--- src/rtl/hazard_ctrl_if.sv ---
// Pipeline hazard/sequencing signal bundle between the 5-stage datapath and hazard_ctrl.
// Data-memory handshake: an access is pending while dmem_req=1 and completes on the cycle dmem_ready=1;
// any cycle with dmem_req=1 and dmem_ready=0 freezes the pipeline until completion.
interface hazard_ctrl_if #(parameter int REG_W = 5);
  logic [REG_W-1:0] id_rs;
  logic [REG_W-1:0] id_rt;
  logic             id_uses_rt;
  logic             id_jump;
  logic             ex_mem_read;
  logic [REG_W-1:0] ex_rt;
  logic             ex_branch_taken;
  logic             dmem_req;
  logic             dmem_ready;
  logic             pc_write;
  logic             ifid_write;
  logic             ifid_flush;
  logic             idex_bubble;
  logic             pipe_hold;
  logic             memwb_bubble;
  logic             mem_err;
  logic [1:0]       state_dbg;

  modport master (
    output id_rs, id_rt, id_uses_rt, id_jump, ex_mem_read, ex_rt,
           ex_branch_taken, dmem_req, dmem_ready,
    input  pc_write, ifid_write, ifid_flush, idex_bubble, pipe_hold,
           memwb_bubble, mem_err, state_dbg
  );

  modport slave (
    input  id_rs, id_rt, id_uses_rt, id_jump, ex_mem_read, ex_rt,
           ex_branch_taken, dmem_req, dmem_ready,
    output pc_write, ifid_write, ifid_flush, idex_bubble, pipe_hold,
           memwb_bubble, mem_err, state_dbg
  );
endinterface

--- src/rtl/hazard_ctrl.sv ---
// MIPS-32 5-stage pipeline sequencing: load-use stalls, branch/jump flushes, data-memory wait and timeout.
// Optional performance counters (stall_cycles, flush_count) enabled by defining HAZARD_CTRL_PERF_CNT_EN.
module hazard_ctrl #(
  parameter int REG_W       = 5,
  parameter int MEM_TIMEOUT = 16
`ifdef HAZARD_CTRL_PERF_CNT_EN
  ,
  parameter int CNT_W       = 32
`endif
) (
  input  logic             clk,
  input  logic             rst_n,
  hazard_ctrl_if.slave     hz
`ifdef HAZARD_CTRL_PERF_CNT_EN
  ,
  output logic [CNT_W-1:0] stall_cycles,
  output logic [CNT_W-1:0] flush_count
`endif
);

  typedef enum logic [1:0] {
    RUN      = 2'd0,
    MEM_WAIT = 2'd1,
    ERR      = 2'd2
  } state_t;

  state_t     state;
  logic [7:0] wait_cnt;
  logic       lu;
  logic       mw;

  assign hz.state_dbg = state;

  always_comb begin
    lu = hz.ex_mem_read && (hz.ex_rt != '0) &&
         ((hz.ex_rt == hz.id_rs) || (hz.id_uses_rt && (hz.ex_rt == hz.id_rt)));
    mw = hz.dmem_req && !hz.dmem_ready;
  end

  always_comb begin
    hz.pc_write     = 1'b1;
    hz.ifid_write   = 1'b1;
    hz.ifid_flush   = 1'b0;
    hz.idex_bubble  = 1'b0;
    hz.pipe_hold    = 1'b0;
    hz.memwb_bubble = 1'b0;
    hz.mem_err      = 1'b0;
    if (!rst_n) begin
      hz.pc_write     = 1'b0;
      hz.ifid_write   = 1'b0;
      hz.ifid_flush   = 1'b1;
      hz.idex_bubble  = 1'b1;
      hz.memwb_bubble = 1'b1;
    end else if (state == ERR || mw) begin
      // ERR keeps the frozen-pipe pattern forever, plus the sticky error flag
      hz.pc_write     = 1'b0;
      hz.ifid_write   = 1'b0;
      hz.pipe_hold    = 1'b1;
      hz.memwb_bubble = 1'b1;
      hz.mem_err      = (state == ERR);
    end else if (hz.ex_branch_taken) begin
      hz.ifid_flush  = 1'b1;
      hz.idex_bubble = 1'b1;
    end else if (lu) begin
      hz.pc_write    = 1'b0;
      hz.ifid_write  = 1'b0;
      hz.idex_bubble = 1'b1;
    end else if (hz.id_jump) begin
      hz.ifid_flush = 1'b1;
    end
  end

  always_ff @(posedge clk) begin
    if (!rst_n) begin
      state    <= RUN;
      wait_cnt <= 8'd0;
    end else begin
      case (state)
        RUN: begin
          if (mw) begin
            state    <= MEM_WAIT;
            wait_cnt <= 8'd1;
          end
        end
        MEM_WAIT: begin
          if (!mw) begin
            state    <= RUN;
            wait_cnt <= 8'd0;
          end else if (wait_cnt == 8'(MEM_TIMEOUT)) begin
            state <= ERR;
          end else begin
            wait_cnt <= wait_cnt + 8'd1;
          end
        end
        default: state <= ERR;
      endcase
    end
  end

`ifdef HAZARD_CTRL_PERF_CNT_EN
  always_ff @(posedge clk) begin
    if (!rst_n) begin
      stall_cycles <= '0;
      flush_count  <= '0;
    end else begin
      if (!hz.pc_write && (stall_cycles != '1)) stall_cycles <= stall_cycles + 1'b1;
      if (hz.ifid_flush && (flush_count != '1)) flush_count <= flush_count + 1'b1;
    end
  end
`endif

endmodule

--- src/flat_wrapper.sv ---
// flat-port wrapper written by rule: the top's interface ports become plain ports
module hazard_ctrl_flat 
#(
  parameter int REG_W       = 5,
  parameter int MEM_TIMEOUT = 16

)
  (clk, rst_n, hz_id_rs, hz_id_rt, hz_id_uses_rt, hz_id_jump, hz_ex_mem_read, hz_ex_rt, hz_ex_branch_taken, hz_dmem_req, hz_dmem_ready, hz_pc_write, hz_ifid_write, hz_ifid_flush, hz_idex_bubble, hz_pipe_hold, hz_memwb_bubble, hz_mem_err, hz_state_dbg);
  hazard_ctrl_if #(.REG_W(REG_W)) hz_i ();
  input  logic clk;
  input  logic rst_n;
  input wire logic [$bits(hz_i.id_rs)-1:0] hz_id_rs;
  input wire logic [$bits(hz_i.id_rt)-1:0] hz_id_rt;
  input wire logic [$bits(hz_i.id_uses_rt)-1:0] hz_id_uses_rt;
  input wire logic [$bits(hz_i.id_jump)-1:0] hz_id_jump;
  input wire logic [$bits(hz_i.ex_mem_read)-1:0] hz_ex_mem_read;
  input wire logic [$bits(hz_i.ex_rt)-1:0] hz_ex_rt;
  input wire logic [$bits(hz_i.ex_branch_taken)-1:0] hz_ex_branch_taken;
  input wire logic [$bits(hz_i.dmem_req)-1:0] hz_dmem_req;
  input wire logic [$bits(hz_i.dmem_ready)-1:0] hz_dmem_ready;
  output wire logic [$bits(hz_i.pc_write)-1:0] hz_pc_write;
  output wire logic [$bits(hz_i.ifid_write)-1:0] hz_ifid_write;
  output wire logic [$bits(hz_i.ifid_flush)-1:0] hz_ifid_flush;
  output wire logic [$bits(hz_i.idex_bubble)-1:0] hz_idex_bubble;
  output wire logic [$bits(hz_i.pipe_hold)-1:0] hz_pipe_hold;
  output wire logic [$bits(hz_i.memwb_bubble)-1:0] hz_memwb_bubble;
  output wire logic [$bits(hz_i.mem_err)-1:0] hz_mem_err;
  output wire logic [$bits(hz_i.state_dbg)-1:0] hz_state_dbg;
  assign hz_i.id_rs = hz_id_rs;
  assign hz_i.id_rt = hz_id_rt;
  assign hz_i.id_uses_rt = hz_id_uses_rt;
  assign hz_i.id_jump = hz_id_jump;
  assign hz_i.ex_mem_read = hz_ex_mem_read;
  assign hz_i.ex_rt = hz_ex_rt;
  assign hz_i.ex_branch_taken = hz_ex_branch_taken;
  assign hz_i.dmem_req = hz_dmem_req;
  assign hz_i.dmem_ready = hz_dmem_ready;
  assign hz_pc_write = hz_i.pc_write;
  assign hz_ifid_write = hz_i.ifid_write;
  assign hz_ifid_flush = hz_i.ifid_flush;
  assign hz_idex_bubble = hz_i.idex_bubble;
  assign hz_pipe_hold = hz_i.pipe_hold;
  assign hz_memwb_bubble = hz_i.memwb_bubble;
  assign hz_mem_err = hz_i.mem_err;
  assign hz_state_dbg = hz_i.state_dbg;
  hazard_ctrl #(.REG_W(REG_W), .MEM_TIMEOUT(MEM_TIMEOUT)) u_core (.clk(clk), .rst_n(rst_n), .hz(hz_i));
endmodule
--- config.mk ---
export PLATFORM = sky130hd
export DESIGN_NAME = hazard_ctrl_flat
export DESIGN_NICKNAME = d
export VERILOG_FILES = /design/src/rtl/hazard_ctrl_if.sv /design/src/rtl/hazard_ctrl.sv /design/src/flat_wrapper.sv
export SDC_FILE = /design/constraint.sdc
export NUM_CORES = 1
export LEC_CHECK = 0
export BUFFER_PORTS_ARGS = -buffer_cell sky130_fd_sc_hd__buf_2
export CAP_MARGIN = 20
export CORE_ASPECT_RATIO = 1.4
export CORE_MARGIN = 2
export CORE_UTILIZATION = 40
export DETAILED_ROUTE_END_ITERATION = 6
export HOLD_SLACK_MARGIN = 0.12
export PLACE_DENSITY = 0.76
export SLEW_MARGIN = 20
export SYNTH_ARGS = -nofsm -noshare
export SYNTH_HDL_FRONTEND = slang
export SYNTH_SLANG_ARGS = --single-unit
--- constraint.sdc ---
create_clock -name clk -period 3.15 [get_ports clk]
set_input_delay 0.63 -clock clk [delete_from_list [all_inputs] [get_ports clk]]
set_output_delay 0.63 -clock clk [all_outputs]
set_load 0.005 [all_outputs]
# ---- Yosys cells after proc, flatten, opt, wreduce, memory -nomap -nowiden
# Index checks and enable logic that the tools add are counted.
dict set report classes {
  addsub 1
  n_eq_ne 8
  muxes 26
  n_reduce_logical 12
}
# operator count
set op_table {}
lappend op_table {{$mux W8} 3}
lappend op_table {{$mux W1} 18}
lappend op_table {{$pmux W8 S2} 1}
lappend op_table {{$eq A5 B5 Y1} 2}
lappend op_table {{$add A8 B1 Y8 const B} 1}
lappend op_table {{$eq A8 B5 Y1 const B} 1}
lappend op_table {{$mux W2} 3}
lappend op_table {{$ne A3 B3 Y1 const B} 2}
lappend op_table {{$reduce_bool A5 Y1} 1}
lappend op_table {{$logic_and A1 B1 Y1} 4}
lappend op_table {{$pmux W2 S2} 1}
lappend op_table {{$reduce_and A3 Y1} 1}
lappend op_table {{$eq A2 B1 Y1 const B} 1}
lappend op_table {{$eq A2 B2 Y1 const B} 1}
lappend op_table {{$logic_not A2 Y1} 1}
lappend op_table {{$logic_or A1 B1 Y1} 2}
lappend op_table {{$ne A2 B1 Y1 const B} 1}
lappend op_table {{$reduce_and A2 Y1} 1}
lappend op_table {{$reduce_bool A2 Y1} 1}
lappend op_table {{$logic_not A1 Y1} 1}
dict set report totals {
  reg_bits 10
  input_bits 23
  word_cells 49
}

# ---- Depth between registers and ports, before layout
# Gate-level depths: netlist (run 1).
dict set report logic_depth {
  depth_word 8
  depth_mapped 7
  depth_no_buf 6
}

# ---- Least setup slack after synthesis (run 1)
# OpenSTA, ideal clock, no wires.
dict set report synth_path {
  kind {input-to-output}
  start {input port hz_ex_rt[1]}
  end {output port hz_pc_write}
  arrival_ns 1.717
  required_ns 2.520
  setup_slack_ns 0.803
  stages 5
  path_buffers 1
  path_cell_list {or4_1 > o21ai_1 > nor2_1 > a21oi_1 > buf_4}
}
dict set report synth_between {
  elab_chain_len 8
  word_cells_on_any_way 11
  cone_classes {2 x eq/ne; 4 x mux; 5 x reduce/logical}
}
# item line
set synth_lines {}
lappend synth_lines {{start: declaration} flat_wrapper.sv:17} ;# input wire logic [$bits(hz_i.ex_rt)-1:0] hz_ex_rt;
lappend synth_lines {{$eq A5 B5 Y1} hazard_ctrl.sv:36} ;# ((hz.ex_rt == hz.id_rs) || (hz.id_uses_rt && (hz.ex_rt == hz.id_rt)));
lappend synth_lines {{$logic_and A1 B1 Y1} hazard_ctrl.sv:36}
lappend synth_lines {{$logic_or A1 B1 Y1} hazard_ctrl.sv:36}
lappend synth_lines {{$logic_and A1 B1 Y1 *} hazard_ctrl.sv:35} ;# lu = hz.ex_mem_read && (hz.ex_rt != '0) &&
lappend synth_lines {{$mux W1 * (4 in a row)} --}
lappend synth_lines {{end: declaration} flat_wrapper.sv:21} ;# output wire logic [$bits(hz_i.pc_write)-1:0] hz_pc_write;
# Mark *: on every way between the ends. The rest lies on a longest branch, timed or not.

# ---- Worst setup path after layout (run 1)
dict set report layout_path {
  start {input port hz_ex_rt[1]}
  end {output port hz_idex_bubble}
}
dict set report layout_between {
  elab_chain_len 8
  word_cells_on_any_way 11
  cone_classes {2 x eq/ne; 4 x mux; 5 x reduce/logical}
}
# item line
set layout_lines {}
lappend layout_lines {{$eq A5 B5 Y1} hazard_ctrl.sv:36}
lappend layout_lines {{$logic_and A1 B1 Y1} hazard_ctrl.sv:36}
lappend layout_lines {{$logic_or A1 B1 Y1} hazard_ctrl.sv:36}
lappend layout_lines {{$logic_and A1 B1 Y1 *} hazard_ctrl.sv:35}
lappend layout_lines {{$mux W1 *} hazard_ctrl.sv:64} ;# end else if (lu) begin
lappend layout_lines {{$mux W1 *} hazard_ctrl.sv:61} ;# end else if (hz.ex_branch_taken) begin
lappend layout_lines {{$mux W1 *} hazard_ctrl.sv:54} ;# end else if (state == ERR || mw) begin
lappend layout_lines {{$mux W1 *} hazard_ctrl.sv:48} ;# if (!rst_n) begin
lappend layout_lines {{end: declaration} flat_wrapper.sv:24} ;# output wire logic [$bits(hz_i.idex_bubble)-1:0] hz_idex_bubble;
# Marks and branches as above.

==> run_results.csv, run 1 <==
group,metric,value,unit
status,outcome,"complete, no violations",
final_layout,num_antenna_cells,0,
detailed_routing,drc,0,
setup_path,endpoint,"hz_idex_bubble",
power_and_ir_drop,leakagePower,0.000379,µW
detailed_routing,drt_pass1_iterations,4,
setup_path,rr_startpoint,"u_core.wait_cnt[0]",
global_routing,grt_pass1_wl,3190,µm
setup_path,ff2ff_path_depth,6,
setup_path,slowest_stage,"or4_1",
setup_path,crit_start,"hz_ex_rt[1]",
setup_path,crit_family,"simple AND/OR/NAND/NOR gates",
detailed_routing,drtIter0Drc,10,
placed_design,port_buffers,31,
setup_path,cp.arrival,2.05,ns
setup_path,start_kind,"input port",
detailed_routing,drt-total-wl,1940,µm
placed_design,hpwl,1540,µm
setup_path,crit_chain,"buf_2 -> or4_1 -> o21ai_1 -> nor3_1 -> a221o_1 -> buf_2",
logic_synthesis,async_flop_share,0,
floorplanning,die_w,40.7,µm
clock_tree,clock-root-buffer,"clkbuf_4",
timing,timing.fmax,0.373,GHz
timing,rsz0062_at_grt,"false",
timing,slew_headroom,0.691,
flow_run,maxCapViolCount,0,
logic_synthesis,synth_edf_count,0,
min_path,hold_path_class,"flip-flop to flip-flop",
setup_path,worst-setup-path-type,"input port to output pin",
clock_tree,clock-sinks,10,
final_layout,nets,155,
logic_synthesis,synth_nets,121,
floorplanning,die_h,55.4,µm
clock_tree,cts_resized,0,
logic_synthesis,ys_seq_area_frac,0.265,
clock_tree,ctsHoldBuffers,0,
timing,whs,0.511,ns
clock_tree,cts_setup_buffers,0,
global_routing,gr-usage-all-layers,0.197,
setup_path,cp-end-kind,"output pin",
placed_design,dp.cells,145,
power_and_ir_drop,power.density,304,mW/mm²
timing,hold_viol_final,0,
setup_path,timing.rr.end,"u_core.wait_cnt[5]",
global_routing,antenna_found_initial,0,
floorplanning,start_util,0.425,
logic_synthesis,synthDistinctLibCells,32,
floorplanning,core_region_area,0.00178,mm²
final_layout,fill_cells,174,
final_layout,layout-drive-gt1-share,0.281,
logic_synthesis,avgSynthCellArea,7.87,µm²
timing,maxSlewViolCount,0,
logic_synthesis,synthCells,96,
setup_path,worstPathMaxFanout,3,
setup_path,slowest_delay,0.54,ns
setup_path,cp_data_required_time,2.52,ns
timing,fin_worst_skew,0.00132,ns
logic_synthesis,ys_seq_elements,10,
global_routing,grt_overflow,0,
placed_design,pre_cts_ws,0.477,ns
floorplanning,rows,18,
clock_tree,cts_tree,"done",
timing,setup_tns,0,ns
setup_path,r2r_slack,1.36,ns
setup_path,crit_cells,6,
floorplanning,io_pins,32,
clock_tree,clk_path_buf_depth,2,
final_layout,stdcell_count,148,
timing,worst_slack,0.469,ns
global_routing,grt_max_degree,11,
timing,period_needed,2.68,ns
clock_tree,numCtsBuffers,3,
clock_tree,h-tree-depth,1,
detailed_routing,routedWlPerCell,13.1,µm
final_layout,seqCellArea,200,µm²
timing,setup_viol,0,
setup_path,path_buf_inv,2,
logic_synthesis,syn_area,756,µm²
placed_design,gp_congestion,0.745,
final_layout,syn_to_final_growth,24.3,%
detailed_routing,num_vias,828,
global_routing,grt_pass1_vias,798,
timing,worst_pin_slew,0.459,ns
logic_synthesis,yosysWarnings,0,
clock_tree,clk_pin_slew,0.06,ns
final_layout,multi_input_area,518,µm²
logic_synthesis,synth_ff_type,"dfxtp_1",
power_and_ir_drop,vdd_drop_max,258,µV
setup_path,cp_common_cell,"buf_2",
final_layout,final_util,0.528,
detailed_routing,avgViaCountPerCell,5.59,
floorplanning,die-area,0.00226,mm²
timing,final.period_utilization,0.851,
detailed_routing,ant_nets,0,
clock_tree,insertion_delay,0.27,ns
## sequential cells by signal, indices dropped and copies added (netlist names)
| name | flops |
|---|---|
| u_core.hz.state_dbg | 2 |
| u_core.wait_cnt | 8 |
## final cells by class
type | instances | area share
Inverter | 5 | 0.0200
Multi-Input combinational cell | 79 | 0.551
Sequential cell | 10 | 0.213
Clock buffer | 3 | 0.0240
Tap cell | 20 | 0.0266
Timing Repair Buffer | 31 | 0.165
## power breakdown
group          leakage (µW)  switching [µW]  internal (µW)
Combinational      0.000285            33.0           32.6
Sequential        0.0000809            2.92            128
Clock             0.0000138            44.3           44.2
## cells by family after synthesis
kind of cell / share of synthesized area
buffers and inverters: 0.0497
flip-flops: 0.265
adder cells (fa/ha/maj): 0.0331
XOR/XNOR: 0.139
AO/OA/AOI/OAI: 0.222
AND/OR/NAND/NOR: 0.291
## cells in the mapped netlist, types with 2 or more instances
cell type | number | area (µm²)
a21oi_1 | 8 | 40.0
or4_1 | 3 | 22.5
dfxtp_1 | 10 | 200
nand3_1 | 5 | 25.0
o31ai_1 | 2 | 15.0
nand2b_1 | 3 | 18.8
xnor2_1 | 12 | 105
ha_1 | 2 | 25.0
and3_1 | 2 | 12.5
nor3_1 | 3 | 15.0
o21ai_0 | 5 | 25.0
o22ai_1 | 2 | 12.5
nor2b_1 | 2 | 12.5
inv_1 | 5 | 18.8
a311oi_1 | 2 | 17.5
or3_1 | 2 | 12.5
nor2_1 | 9 | 33.8
nand2_1 | 5 | 18.8
## stage by stage
step / power (µW) / cell area (µm²)
4_1_cts: 287 / 940
3_5_place_dp: 200 / 917
2_1_floorplan: 169 / 756
5_1_grt: 298 / 940
6_report: 285 / 940
3_3_place_gp: 197 / 917
## placed cells by master, fill, tap and decap left out, types with 2 or more instances in the layout
cell type / n
nor3_1: 3
and3_1: 2
nor2b_1: 2
ha_1: 2
buf_2: 31
dfxtp_1: 10
or3_1: 2
nand3_1: 5
nand2b_1: 3
o31ai_1: 2
a21oi_1: 8
o21ai_0: 5
xnor2_1: 12
or4_1: 3
nand2_1: 5
nor2_1: 9
a311oi_1: 2
o22ai_1: 2
clkbuf_4: 3
inv_1: 5
## worst min-delay path by stage
stage / startpoint / endpoint / slack, ns / depth (start not counted)
floorplan: u_core.wait_cnt[7] / u_core.wait_cnt[7] / 0.44 / 1
global placement: u_core.wait_cnt[5] / u_core.wait_cnt[5] / 0.47 / 2
detailed placement: u_core.wait_cnt[7] / u_core.wait_cnt[7] / 0.49 / 1
CTS: u_core.wait_cnt[7] / u_core.wait_cnt[7] / 0.51 / 1
global route: u_core.wait_cnt[5] / u_core.wait_cnt[5] / 0.53 / 2
finish: u_core.wait_cnt[7] / u_core.wait_cnt[7] / 0.51 / 1
## routing by layer
metal	wire, µm	share of wire	vias to the layer above	GRT usage
li1	-	-	415	-
met1	703	0.36	365	0.204
met2	1080	0.56	43	0.354
met3	112	0.058	5	0.0241
met4	40	0.021	0	0.0857
met5	0	0	-	0
No activity file was read; power rests on OpenSTA's default activity.
==> run 2, diff against run 1 <==
--- a/config.mk
+++ b/config.mk
@@ -12,2 +12,3 @@
 export CORE_UTILIZATION = 40
+export CTS_BUF_LIST = sky130_fd_sc_hd__clkbuf_8
 export DETAILED_ROUTE_END_ITERATION = 6
==> constraint.sdc (replaced) <==
create_clock -name clk -period 3.15 [get_ports clk]
set_input_delay 0.4725 -clock clk [delete_from_list [all_inputs] [get_ports clk]]
set_output_delay 0.4725 -clock clk [all_outputs]
set_load 0.005 [all_outputs]
==> run 2 against run 1 <==
  * Clock skew is 0.0019 ns higher
  * Utilization is 1.1 points higher
  * Clock power is 57% higher
  * Non-clock buffer count stayed put
  * Critical endpoint unchanged
==> run_results.csv, run 2 (synthesis results as in run 1) <==
group,metric,value,unit
status,outcome,"complete, no violations",
clock_tree,ctsHoldBuffers,0,
clock_tree,clock-sinks,10,
final_layout,top_register,"u_core.wait_cnt",
detailed_routing,drt-total-wl,2020,µm
floorplanning,die-area,0.00226,mm²
clock_tree,h-tree-depth,1,
setup_path,worst-setup-path-type,"input port to output pin",
global_routing,grt_overflow,0,
setup_path,cp-end-kind,"output pin",
final_layout,final_cell_mix,"buf_2, xnor2_1, dfxtp_1",
detailed_routing,routedWlPerCell,13.7,µm
clock_tree,numCtsBuffers,3,
final_layout,layout-drive-gt1-share,0.281,
clock_tree,insertion_delay,0.25,ns
global_routing,grt_max_degree,11,
setup_path,start_kind,"input port",
timing,rsz0062_at_grt,"false",
placed_design,hpwl,1540,µm
power_and_ir_drop,vdd_drop_max,341,µV
floorplanning,io_pins,32,
floorplanning,die_h,55.4,µm
timing,maxSlewViolCount,0,
global_routing,grt_pass1_wl,3330,µm
floorplanning,rows,18,
detailed_routing,avgViaCountPerCell,5.62,
final_layout,layout_commonest_cell,"buf_2",
timing,setup_tns,0,ns
floorplanning,start_util,0.425,
min_path,hold_path_class,"flip-flop to flip-flop",
floorplanning,die_w,40.7,µm
global_routing,gr-usage-all-layers,0.212,
global_routing,antenna_found_initial,0,
timing,final.period_utilization,0.752,
floorplanning,core_region_area,0.00178,mm²
final_layout,nets,155,
detailed_routing,drc,0,
timing,fin_worst_skew,0.00320,ns
timing,timing.fmax,0.422,GHz
setup_path,cp_data_required_time,2.68,ns
timing,whs,0.521,ns
placed_design,gp_congestion,0.744,
detailed_routing,num_vias,832,
timing,hold_viol_final,0,
power_and_ir_drop,total_power,336,µW
clock_tree,clk_pin_slew,0.05,ns
final_layout,num_antenna_cells,0,
setup_path,worstPathMaxFanout,3,
timing,period_needed,2.37,ns
clock_tree,cts_resized,0,
timing,setup_viol,0,
detailed_routing,ant_nets,0,
clock_tree,cts_setup_buffers,0,
timing,slew_headroom,0.670,
placed_design,port_buffers,31,
flow_run,maxCapViolCount,0,
power_and_ir_drop,power.density,351,mW/mm²
timing,worst_pin_slew,0.491,ns
clock_tree,clock-root-buffer,"clkbuf_8",
setup_path,cp.arrival,1.90,ns
clock_tree,cts_tree,"done",
clock_tree,clk_path_buf_depth,2,
power_and_ir_drop,leakagePower,0.000387,µW
detailed_routing,drtIter0Drc,11,
final_layout,syn_to_final_growth,26.8,%
final_layout,largest_reg_flops,8,
detailed_routing,drt_pass1_iterations,4,
global_routing,grt_pass1_vias,813,
## run 2: cell counts in the layout (fill, tap and decap cells not counted)
No cell type changed its count.
## run 2: final timing paths
check / from / endpoint / slack [ns] / cells after the start
min reg2reg: u_core.wait_cnt[7] / u_core.wait_cnt[7] / 0.52 / 1
min: u_core.wait_cnt[7] / u_core.wait_cnt[7] / 0.52 / 1
max reg2reg: u_core.wait_cnt[0] / u_core.wait_cnt[5] / 1.37 / 6
max: hz_ex_rt[1] / hz_idex_bubble / 0.78 / 6
## run 2: area by class of cell
cell class | instances | area (µm²)
inverter | 5 | 18.8
timing repair buffer | 31 | 155
fill | 172 | 821
sequential | 10 | 200
clock buffer | 3 | 41.3
multi-input combinational | 79 | 518
tap | 20 | 25.0
## run 2: report_power, final
part	switching (µW)	total (µW)	internal [µW]
clock	55.0	139	84.1
combinational	32.9	65.5	32.6
sequential	2.93	132	129
## run 2: metrics by stage
stage          cells  area, µm²  worst slack, ns  utilization
5_1_grt          148        958            0.711        0.539
4_1_cts          148        958            0.795        0.539
6_report         148        958            0.781        0.539
2_1_floorplan     96        756             1.12            -
3_3_place_gp     145        917            0.850        0.515
3_5_place_dp     145        917            0.792        0.515
## run 2: worst max-delay path, cell delays in order
cell	delay [ns]
buf_2	0.12
or4_1	0.54
o21ai_1	0.23
nor3_1	0.08
a221o_1	0.32
buf_2	0.12
## run 2: per-layer routing
metal / track usage / routed length, µm
met5: 0 / 0
met4: 0.129 / 66
met3: 0.0361 / 120
met2: 0.365 / 1120
met1: 0.214 / 712
